File: config.mk
export PLATFORM = sky130hd
export DESIGN_NAME = mem_port_arbiter
export DESIGN_NICKNAME = d
export VERILOG_FILES = /design/src/rtl/mem_arb_pkg.sv /design/src/rtl/mem_arb_pick.sv /design/src/rtl/mem_port_arbiter.sv
export SDC_FILE = /design/constraint.sdc
export NUM_CORES = 1
export LEC_CHECK = 0
export CAP_MARGIN = 15
export CORE_MARGIN = 2
export CORE_UTILIZATION = 38
export DETAILED_ROUTE_END_ITERATION = 12
export PLACE_DENSITY = 0.76
export SYNTH_ARGS = -nofsm -noshare
export SYNTH_HDL_FRONTEND = slang
export SYNTH_SLANG_ARGS = --single-unit
export TNS_END_PERCENT = 30
File: constraint.sdc
create_clock -name CLK -period 4.3 [get_ports CLK]
set_input_delay 0.86 -clock CLK [delete_from_list [all_inputs] [get_ports CLK]]
set_output_delay 0.86 -clock CLK [all_outputs]
set_load 0.02 [all_outputs]
File: src/rtl/mem_arb_pkg.sv
// Shared types for the two-port memory arbiter: FSM states, port select,
// access sizes and the latched request record.
package mem_arb_pkg;

  typedef enum logic [1:0] {
    IDLE   = 2'b00,
    ACCESS = 2'b01,
    DONE   = 2'b10
  } state_e;

  typedef enum logic {
    PORT_I = 1'b0,
    PORT_D = 1'b1
  } port_e;

  localparam logic [1:0] SZ_BYTE = 2'b00;
  localparam logic [1:0] SZ_HALF = 2'b01;
  localparam logic [1:0] SZ_WORD = 2'b10;

  localparam int unsigned CNT_W = 4;

  // Everything about the granted access except the address, whose width is a parameter.
  typedef struct packed {
    port_e       sel;
    logic        we;
    logic [1:0]  size;
    logic [31:0] wdata;
  } req_t;

endpackage

File: src/rtl/mem_arb_pick.sv
// Combinational grant selection between fetch (I) and load/store (D).
// MEM_ARB_ROUND_ROBIN_EN: alternate on ties; otherwise D always wins a tie.
module mem_arb_pick
  import mem_arb_pkg::*;
(
  input  logic  i_req,
  input  logic  d_req,
  input  port_e last_grant,
  output logic  grant_valid,
  output port_e grant_sel
);

  assign grant_valid = i_req | d_req;

`ifdef MEM_ARB_ROUND_ROBIN_EN
  always_comb begin
    if (i_req && d_req) begin
      grant_sel = (last_grant == PORT_D) ? PORT_I : PORT_D;
    end else if (i_req) begin
      grant_sel = PORT_I;
    end else begin
      grant_sel = PORT_D;
    end
  end
`else
  logic unused_last_grant;
  assign unused_last_grant = last_grant;
  assign grant_sel = (i_req && !d_req) ? PORT_I : PORT_D;
`endif

endmodule

File: src/rtl/mem_port_arbiter.sv
// Shares one byte-addressed memory between fetch and load/store with programmable
// wait states. Tie-break policy selected by MEM_ARB_ROUND_ROBIN_EN (see mem_arb_pick).
module mem_port_arbiter
  import mem_arb_pkg::*;
#(
  parameter int unsigned WAIT_STATES = 2,
  parameter int unsigned AW          = 32
) (
  input  logic          CLK,
  input  logic          RST,
  input  logic          i_req,
  input  logic [AW-1:0] i_addr,
  output logic          i_ack,
  output logic [31:0]   i_rdata,
  input  logic          d_req,
  input  logic          d_we,
  input  logic [1:0]    d_size,
  input  logic [AW-1:0] d_addr,
  input  logic [31:0]   d_wdata,
  output logic          d_ack,
  output logic [31:0]   d_rdata,
  output logic [AW-1:0] mem_addr,
  output logic [1:0]    mem_size,
  output logic [31:0]   mem_din,
  output logic          mem_wen,
  input  logic [31:0]   mem_dout,
  output logic          busy
);

  state_e             state_q, state_d;
  logic [CNT_W-1:0]   cnt_q, cnt_d;
  req_t               req_q, req_d;
  logic [AW-1:0]      addr_q, addr_d;
  port_e              last_grant_q, last_grant_d;
  logic [31:0]        i_rdata_q, i_rdata_d;
  logic [31:0]        d_rdata_q, d_rdata_d;
  logic               grant_valid;
  port_e              grant_sel;
  logic               in_access;

  mem_arb_pick u_pick (
    .i_req       (i_req),
    .d_req       (d_req),
    .last_grant  (last_grant_q),
    .grant_valid (grant_valid),
    .grant_sel   (grant_sel)
  );

  // NOTE: non-blocking assignments so every register samples pre-edge values together.
  always_ff @(posedge CLK or posedge RST) begin
    if (RST) begin
      state_q      <= IDLE;
      cnt_q        <= '0;
      req_q        <= '0;
      addr_q       <= '0;
      last_grant_q <= PORT_I;
      i_rdata_q    <= '0;
      d_rdata_q    <= '0;
    end else begin
      state_q      <= state_d;
      cnt_q        <= cnt_d;
      req_q        <= req_d;
      addr_q       <= addr_d;
      last_grant_q <= last_grant_d;
      i_rdata_q    <= i_rdata_d;
      d_rdata_q    <= d_rdata_d;
    end
  end

  always_comb begin
    // NOTE: hold values assigned first so no branch leaves a signal unassigned (no latch).
    state_d      = state_q;
    cnt_d        = cnt_q;
    req_d        = req_q;
    addr_d       = addr_q;
    last_grant_d = last_grant_q;
    i_rdata_d    = i_rdata_q;
    d_rdata_d    = d_rdata_q;
    case (state_q)
      IDLE: begin
        if (grant_valid) begin
          req_d.sel    = grant_sel;
          last_grant_d = grant_sel;
          if (grant_sel == PORT_I) begin
            addr_d       = i_addr;
            req_d.size   = SZ_WORD;
            req_d.we     = 1'b0;
            req_d.wdata  = '0;
          end else begin
            addr_d       = d_addr;
            req_d.size   = d_size;
            req_d.we     = d_we;
            req_d.wdata  = d_wdata;
          end
          cnt_d   = CNT_W'(WAIT_STATES);
          state_d = ACCESS;
        end
      end
      ACCESS: begin
        if (cnt_q != '0) begin
          cnt_d = cnt_q - 1'b1;
        end else begin
          // Writes capture too; the returned value is simply ignored by the requester.
          if (req_q.sel == PORT_I) i_rdata_d = mem_dout;
          else                     d_rdata_d = mem_dout;
          state_d = DONE;
        end
      end
      DONE:    state_d = IDLE;
      default: state_d = IDLE;
    endcase
  end

  assign in_access = (state_q == ACCESS);
  assign mem_addr  = in_access ? addr_q       : '0;
  assign mem_size  = in_access ? req_q.size   : '0;
  assign mem_din   = in_access ? req_q.wdata  : '0;
  // Low only in the last ACCESS cycle, so memory sees exactly one negedge write.
  assign mem_wen   = ~(in_access && (cnt_q == '0) && req_q.we);

  assign i_ack   = (state_q == DONE) && (req_q.sel == PORT_I);
  assign d_ack   = (state_q == DONE) && (req_q.sel == PORT_D);
  assign i_rdata = i_rdata_q;
  assign d_rdata = d_rdata_q;
  assign busy    = (state_q != IDLE);

endmodule

==> impl_results.md, run 1 <==
- Number of synthesized register bits: 138
- CP max-delay cell: nor2b_4
- Num CTS Buffers: 17
- Met2 wire length: 7620 um
- Routed Wire Length: 16100 um
- Synth-to-Final Area Change: 56.2%
- Post-route DRC violation count: 0
- Root buffer cell: clkbuf_16
- Final core occ: 0.607
- # port buffers: 268
- Final WS setup: 542 ps
- H-tree levels: 4
- Biggest area consumer among synthesized cells: dfrtp_1
- Ys async rst share: 1.00
- Post-CTS Setup Inserts: 0
- Die ar.: 17200 sq um
- Status: complete, no violations
- RSZ-0062 raised after global routing: false
- M1 WL: 6850 um
- IO Pins: 269
- Post-Synth Adder-Cell Area: 0.00407
- Xor and xnor area share after synthesis: 0
- Most common cell after layout, fill and taps aside: clkdlybuf4s50_1
- Synth top area share: 0.561
- Pre-CTS setup slack: 950 ps
- Max cap viols: 0
- Endpoints failing hold: 0
- Leak: 4.33 nW
- Final Total Pwr: 7.58 mW
- Core Region: 15800 sq um
- Synth Area in Compound Gates: 0.0899
- Pin count of the biggest net entering global routing: 75
- WP data arrival: 2900 ps
- Most frequent cells in the layout: clkdlybuf4s50_1 (268), dfrtp_1 (138), and2_1 (66)
- Post-synth net total: 607
- Power Dens Cells: 789 nW/um^2
- Synth Instances: 470
- Cell Chain, Critical Path: nor2b_4 -> buf_4 -> and2_1 -> clkdlybuf4s50_1
- Vias in the first global route: 5036
- Post-DP HPWL: 11900 um
- Period utilization: 0.874
- Maximum root-to-sink buffer count: 2
- Total gr overflow: 0
- Worst-path clk slew: 50 ps
- Antenna-violating nets left: 0
- Setup CP Type: reg2out
- Vias post-DR: 4658
- Fill cells: 1224
- Mux contribution to synthesized area: 0.194
- Clock sinks: 138
- Max-slew headroom: 0.414
- Starting DRT DRC Count: 111
- Worst Setup Start Kind: register
- Ratio of cells with drive above 1 in the final layout: 0.160
- Skew-Pair Late Insertion Delay: 410 ps
- Main combinational cell family by area after synthesis: multiplexers
- Critical Path End Type: primary output
- Fin crit period: 3760 ps
- Top sig layer: met4
- Total track usage: 0.190
- Final Net Count: 869
- Synth warnings: 0
- Largest cells by area after synthesis: dfrtp_1 (56%), mux2_2 (7.3%), mux2_4 (7.3%), and2_1 (6.7%), a22o_1 (4.8%)
- Worst Path Required: 3440 ps
- Die height: 131 um
- Via/cell ratio: 4.85
- Setup violators final: 0
- Count of cell types in the netlist: 39
- Synth Flop Type: dfrtp_1
- CTS tree: done
- Max-slew violations: 0
- Synth Area per Inst: 13.1 sq um
- Largest stage delay on the critical path: 810 ps
- Worst Path Max Fanout: 48
- Hold crit path type: reg2reg
- Seq/Total Area, Yosys: 0.561
- Worst IR Drop VDD: 0.000360 V
- Post-CTS Resized: 0
- Starting Density: 0.389
- Hold Buf Count CTS: 0
- ANT cells: 0
- DR WL/cell: 16.7 um
- Setup_tns: 0 ps
- Chip Width: 131 um
- Drt first pass iters: 4
- EDFF count, synth: 0
- First-pass GRT wire length: 26000 um
- Final Wtd Congestion: 0.783
- Final Skew: 7.83 ps
- Worst-Margin Slew: 877 ps
- Simple-gate share of the synthesized area: 0.0978
- Mapped Area: 6150 sq um
- Routed wl met3: 1170 um
- Achievable Freq: 266 MHz
- Rows: 46
- Initial antenna violation count: 0
worst paths after layout:
check / startpoint / end / slack (ps) / depth (start not counted)
setup / recovery: state_q[0] / mem_addr[21] / 540 / 4
hold / removal: req_q[19] / req_q[19] / 490 / 1
setup reg to reg: cnt_q[0] / d_rdata[26] / 2020 / 4
hold reg to reg: req_q[19] / req_q[19] / 490 / 1
max in group asynchronous: RST / i_rdata[18] / 2590 / 3
min in group asynchronous: RST / i_rdata[4] / 790 / 2
logic make-up after synthesis:
group | Yosys count
compound gates | 74
fa+ha+maj | 2
buf+inv | 67
flops | 138
mux | 99
simple gates | 90
through the flow:
step	instance area, sq um	instances	hold WS, ps
detailed placement	9020	929	487
global route	9610	961	511
CTS	9610	961	500
global placement	9020	929	483
floorplan	6160	470	464
finish	9610	961	495
synthesized netlist by cell type (2+ instances only):
library cell and number:
buf_6 6, nor2b_1 3, o21ai_0 2, mux2i_1 29, nand2_1 5, ha_1 2
nor3b_1 2, a22o_1 34, dfrtp_1 138, buf_2 10, buf_4 5, clkbuf_1 11
and2_1 66, inv_1 34, nor3_1 2, o22ai_1 30, mux2_4 30, mux2_2 40
power by group:
group          internal [mW]  total, mW  leakage [nW]  switching (mW)
clock network          0.864       1.42         0.279           0.553
logic                   2.06       3.88          2.39            1.82
registers               1.93       2.29          1.67           0.361
state kept, by name, summed over array words and instances (netlist names):
signal   count
req_q       36
addr_q      32
d_rdata     32
i_rdata     32
cnt_q        4
state_q      2
area by class of cell:
class / count / area (sq um) / area share
Inverter: 34 / 131 / 0.0137
Tap cell: 216 / 270 / 0.0281
Sequential cell: 138 / 3450 / 0.359
Multi-Input combinational cell: 265 / 2400 / 0.250
Clock inverter: 11 / 109 / 0.0113
Timing Repair Buffer: 276 / 2770 / 0.288
Clock buffer: 21 / 480 / 0.0500
per-layer routing:
layer | vias up | global-route usage
met5 | - | 0
met4 | 0 | 0.0815
met3 | 28 | 0.0633
met2 | 214 | 0.313
met1 | 2263 | 0.229
li1 | 2153 | -
critical path, delay by kind of cell (launching register included):
family | cells | cell delay, ps
buf+inv | 2 | 960
simple gates | 2 | 980
flops | 1 | 550
Power figures use the tool's default switching activity.
==> inputs of run 2 (changes only) <==
--- a/config.mk
+++ b/config.mk
@@ -6,7 +6,7 @@
 export NUM_CORES = 1
 export LEC_CHECK = 0
 export CAP_MARGIN = 15
-export CORE_MARGIN = 2
+export CORE_MARGIN = 8
 export CORE_UTILIZATION = 38
 export DETAILED_ROUTE_END_ITERATION = 12
 export PLACE_DENSITY = 0.76
==> run 2 against run 1 <==
  * Cell count rose by 0.10%
  * Power rose by 1.5%
  * Core utilization fell by 0.094 points
  * Combinational power rose by 2%
  * Critical path depth did not move
  * Register-to-register slack improved by 40 ps
  * Global-route usage fell by 0.91 points
==> impl_results.md, run 2 (same netlist as run 1, synthesis figures left out) <==
- WHS: 494 ps (-0.474 ps)
- Hold Startpoint: req_q[13]
- Synth-to-Final Area Change: 56.5%
- Worst Setup Start Kind: register
- Post-route DRC violation count: 0 (unchanged)
- CP max-delay cell: clkdlybuf4s50_1
- Routed Wire Length: 18600 um (+16%)
- Final Skew: 7.75 ps (-0.0858 ps)
- Buf/Inv on CP: 2 (unchanged)
- # port buffers: 268 (unchanged)
- Num CTS Buffers: 17 (unchanged)
- Vias post-DR: 4689 (+0.67%)
- ANT cells: 0 (unchanged)
- Leak: 4.35 nW (+0.36%)
- Routed wl met3: 2090 um (+79%)
- First-pass GRT wire length: 28700 um (+11%)
- Ratio of cells with drive above 1 in the final layout: 0.157 (-0.00290)
- Achievable Freq: 272 MHz (+2.3%)
- Total gr overflow: 0 (unchanged)
- Post-route cell area: 9630 sq um (+0.21%)
- Cell family with most CP delay: buffers and inverters
- Biggest register: req_q
- Period utilization: 0.855 (-0.0194)
- RSZ-0062 raised after global routing: false
- Worst Path Required: 3440 ps (about the same)
- Top sig layer: met4
- WP data arrival: 2810 ps (-90 ps)
- M1 WL: 8120 um (+19%)
- Skew-Pair Late Insertion Delay: 410 ps (about the same)
- Rows: 46 (unchanged)
- Fin crit period: 3670 ps (-83.3 ps)
- Chip Width: 143 um (+9.1%)
- Endpoints failing hold: 0 (unchanged)
- Maximum root-to-sink buffer count: 2 (unchanged)
- Status: complete, no violations
- Post-CTS Resized: 0 (unchanged)
- Max-slew violations: 0 (unchanged)
- Power Dens Cells: 800 nW/um^2 (+1.3%)
- Setup violators final: 0 (unchanged)
- IO Pins: 269 (unchanged)
- Max FFs per register: 36 (unchanged)
- Via/cell ratio: 4.87 (+0.56%)
- Dpl cell area: 9040 sq um (+0.22%)
- CP Launch Point: state_q[0]
- Fin cells: 962 (+0.10%)
- Worst-path clk slew: 60 ps (about the same)
- Starting Density: 0.387 (-0.00141)
- Hold Buf Count CTS: 0 (unchanged)
- Starting DRT DRC Count: 142 (+28%)
- Max cap viols: 0 (unchanged)
- Final Wtd Congestion: 0.838 (+7.1%)
- Setup CP Type: reg2out
- Max-slew headroom: 0.368 (-0.0459)
- Hold crit path type: reg2reg
- Die ar.: 20500 sq um (+19%)
- Worst Path Max Fanout: 42 (-13%)
- Core Region: 15900 sq um (+0.36%)
- Drt first pass iters: 4 (unchanged)
- Pin count of the biggest net entering global routing: 68 (-9.3%)
- Root buffer cell: clkbuf_16
- Worst IR Drop VDD: 0.000381 V (+6.0%)
- Worst-Margin Slew: 944 ps (+67.1 ps)
- Post-DP HPWL: 14000 um (+18%)
- Most common cell after layout, fill and taps aside: clkdlybuf4s50_1
- Vias in the first global route: 5289 (+5.0%)
- Initial antenna violation count: 0 (unchanged)
- Largest stage delay on the critical path: 630 ps (-180 ps)
- H-tree levels: 4 (unchanged)
- Setup_tns: 0 ps (unchanged)
- Post-CTS Setup Inserts: 0 (unchanged)
- Antenna-violating nets left: 0 (unchanged)
- DR WL/cell: 19.3 um (+16%)
- Die height: 143 um (+9.1%)
- CTS tree: done
- Final Net Count: 870 (+0.12%)
- Final core occ: 0.606 (-0.000940)
- Inst Count DP: 930 (+0.11%)
- Total track usage: 0.181 (-0.00913)
- Cell Chain, Critical Path: nor2b_4 -> buf_4 -> and2_1 -> clkdlybuf4s50_1
- Critical Path End Type: primary output
- Clock sinks: 138 (unchanged)
- Most frequent cells in the layout: clkdlybuf4s50_1 (268), dfrtp_1 (138), and2_1 (66)
- Reg2reg start: cnt_q[0]
- Met2 wire length: 8130 um (+6.7%)
==> run 2: path summary, 6_finish.rpt <==
path | to | slack (ps) | cells past startpoint
min in group asynchronous | req_q[17] | 860 | 2
setup / recovery | mem_addr[9] | 630 | 4
hold / removal | req_q[13] | 490 | 1
max in group asynchronous | addr_q[6] | 2710 | 3
setup reg to reg | d_rdata[18] | 2060 | 4
hold reg to reg | req_q[13] | 490 | 1
==> run 2: per-layer routing <==
metal | vias to the layer above | track usage
met5 | - | 0
met4 | 0 | 0.0570
li1 | 2166 | -
met3 | 18 | 0.0828
met1 | 2250 | 0.226
met2 | 255 | 0.274
==> run 2: final cells by class <==
cell class,count,area (sq um)
clock buffers,23,478
clock inverters,9,111
fillers,1252,6250
inverters,34,131
multi-input cells,265,2400
flip-flops and latches,138,3450
well taps,216,270
repair buffers,277,2790
==> run 2: report_power, final <==
part	internal [mW]	switching, mW	total [mW]
clock network	0.903	0.538	1.44
logic	2.07	1.88	3.94
registers	1.93	0.390	2.32
==> run 2: per-stage QoR <==
| stage | setup slack, ps | power, mW |
|---|---|---|
| final | 625 | 7.70 |
| after CTS | 611 | 7.79 |
| after global routing | 449 | 8.13 |
| after floorplan | 1720 | 4.45 |
| after global placement | 1200 | 6.18 |
| after detailed placement | 1070 | 6.29 |
==> run 2: worst register-to-register path: cells and delay by family, from the launching register on <==
kind / cells / cell delay [ps]
flops: 1 / 380
mux: 1 / 580
buf+inv: 1 / 120
fa+ha+maj: 1 / 350
simple gates: 1 / 710
==> inputs of run 3 (changes only) <==
--- a/config.mk
+++ b/config.mk
@@ -7,9 +7,10 @@
 export LEC_CHECK = 0
 export CAP_MARGIN = 15
 export CORE_MARGIN = 8
-export CORE_UTILIZATION = 38
+export CORE_UTILIZATION = 40
 export DETAILED_ROUTE_END_ITERATION = 12
-export PLACE_DENSITY = 0.76
+export PLACE_DENSITY = 0.77
+export SKIP_CTS_REPAIR_TIMING = 1
 export SYNTH_ARGS = -nofsm -noshare
 export SYNTH_HDL_FRONTEND = slang
 export SYNTH_SLANG_ARGS = --single-unit
==> constraint.sdc (replaced) <==
create_clock -name CLK -period 3.73 [get_ports CLK]
set_input_delay 0.746 -clock CLK [delete_from_list [all_inputs] [get_ports CLK]]
set_output_delay 0.746 -clock CLK [all_outputs]
set_load 0.02 [all_outputs]
==> run 3 against run 2 <==
  * Global-route usage increased by 0.13 points
  * Power increased by 15%
  * Routed wire length decreased by 3.7%
  * Critical path type unchanged
  * Highest routed layer unchanged
  * Hold slack improved by 5.9 ps
  * Combinational power increased by 15%
  * Register-to-register slack got worse by 620 ps
==> impl_results.md, run 3 (same netlist as run 1, synthesis figures left out) <==
- Drt first pass iters: 4 (unchanged)
- Pin count of the biggest net entering global routing: 76 (+12%)
- Biggest register: req_q
- Vias post-DR: 4647 (-0.90%)
- Max FFs per register: 36 (unchanged)
- Total gr overflow: 0 (unchanged)
- Starting DRT DRC Count: 152 (+7.0%)
- Period utilization: 0.884
- Cell Chain, Critical Path: nor2b_4 -> buf_12 -> and2_1 -> clkdlybuf4s50_1
- Post-route DRC violation count: 0 (unchanged)
- Status: complete, no violations
- Worst Setup Start Kind: register
- Num CTS Buffers: 17 (unchanged)
- Power Dens Cells: 922 nW/um^2 (+15%)
- Achievable Freq: 303 MHz
- Max cap viols: 0 (unchanged)
- Die ar.: 19600 sq um (-4.4%)
- Final Net Count: 869 (-0.11%)
- Most frequent cells in the layout: clkdlybuf4s50_1 (268), dfrtp_1 (138), and2_1 (66)
- Die height: 140 um (-2.2%)
- Cell family with most CP delay: buffers and inverters
- Antenna-violating nets left: 0 (unchanged)
- Starting Density: 0.406 (+0.0189)
- Top Usage Layer GRT: met2
- CP max-delay cell: clkdlybuf4s50_1
- Leak: 4.35 nW (about the same)
- CTS tree: done
- Root buffer cell: clkbuf_16
- H-tree levels: 4 (unchanged)
- IO Pins: 269 (unchanged)
- Initial antenna violation count: 0 (unchanged)
- ANT cells: 0 (unchanged)
- Max-slew headroom: 0.385 (+0.0163)
- Fin crit period: 3300 ps
- Global routing usage on met1: 0.216 (-0.0101)
- First-pass GRT wire length: 28100 um (-2.0%)
- Critical Path End Type: primary output
- Total track usage: 0.182 (+0.00132)
- Worst Path Max Fanout: 47 (+12%)
- WP data arrival: 2550 ps (-260 ps)
- Setup CP Type: reg2out
- Max-slew violations: 0 (unchanged)
- Maximum root-to-sink buffer count: 2 (unchanged)
- Hold crit path type: reg2reg
- DR WL/cell: 19.2 um (-0.70%)
- # port buffers: 268 (unchanged)
- Synth-to-Final Area Change: 55.6%
- WHS: 500 ps (+5.94 ps)
- Clock sinks: 138 (unchanged)
- Final Skew: 7.35 ps (-0.401 ps)
- Final Wtd Congestion: 0.792 (-5.5%)
- Worst IR Drop VDD: 0.000464 V (+22%)
- Skew-Pair Late Insertion Delay: 410 ps (about the same)
- Routed Wire Length: 17900 um (-3.7%)
- Buf/Inv on CP: 2 (unchanged)
- Vias in the first global route: 5208 (-1.5%)
- Reg-to-reg slack, setup: 1440 ps (-620 ps)
- Grt met2 use: 0.289 (+0.0151)
- Worst-Margin Slew: 923 ps (-20.9 ps)
- Rows: 45 (-2.2%)
- GRT met3 Usage: 0.0822 (-0.000576)
- Setup_tns: 0 ps (unchanged)
- Worst Path Required: 2980 ps (-460 ps)
- Chip Width: 140 um (-2.2%)
- RSZ-0062 raised after global routing: false
- Post-DP HPWL: 13400 um (-4.1%)
- Largest stage delay on the critical path: 620 ps (about the same)
- Core Region: 15100 sq um (-4.7%)
- Ratio of cells with drive above 1 in the final layout: 0.157 (+0.000211)
- Endpoints failing hold: 0 (unchanged)
- Most common cell after layout, fill and taps aside: clkdlybuf4s50_1
- Setup violators final: 0 (unchanged)
- Via/cell ratio: 4.98 (+2.2%)
- Worst-path clk slew: 50 ps (about the same)
## run 3: path summary, 6_finish.rpt
kind / depth (start not counted) / to / start
setup / recovery: 4 / mem_size[0] / state_q[0]
hold / removal: 1 / req_q[3] / req_q[3]
setup reg to reg: 4 / d_rdata[31] / cnt_q[0]
hold reg to reg: 1 / req_q[3] / req_q[3]
max in group asynchronous: 3 / req_q[24] / RST
min in group asynchronous: 3 / req_q[15] / RST
## run 3: final cells by class
| class | instances | area, sq um |
|---|---|---|
| Fill cell | 1086 | 5570 |
| Inverter | 34 | 131 |
| Sequential cell | 138 | 3450 |
| Tap cell | 188 | 235 |
| Multi-Input combinational cell | 265 | 2400 |
| Clock buffer | 22 | 474 |
| Timing Repair Buffer | 276 | 2770 |
| Clock inverter | 10 | 116 |
## run 3: worst register-to-register path: cells and delay by family, from the launching register on
| family | cells | cell delay [ps] |
|---|---|---|
| fa+ha+maj | 1 | 370 |
| buf+inv | 1 | 130 |
| flops | 1 | 390 |
| mux | 1 | 580 |
| simple gates | 1 | 710 |
## run 3: routing by layer
metal	part of all wire	up-vias
met5	0	-
met1	0.43	2232
met2	0.45	237
li1	-	2154
met3	0.11	24
met4	0.017	0
## run 3: through the flow
stage | util | cells | total power [mW] | area, sq um | worst slack (ps)
6_report | 0.632 | 933 | 8.83 | 9580 | 434
3_3_place_gp | 0.593 | 901 | 7.11 | 8990 | 951
4_1_cts | 0.632 | 933 | 8.93 | 9580 | 415
5_1_grt | 0.632 | 933 | 9.31 | 9580 | 262
2_1_floorplan | - | 470 | 5.14 | 6160 | 1260
3_5_place_dp | 0.593 | 901 | 7.23 | 8990 | 869
## run 3: power breakdown
group / switching, mW / internal (mW)
logic: 2.13 / 2.39
clock network: 0.607 / 1.04
registers: 0.442 / 2.22
total: 3.18 / 5.65
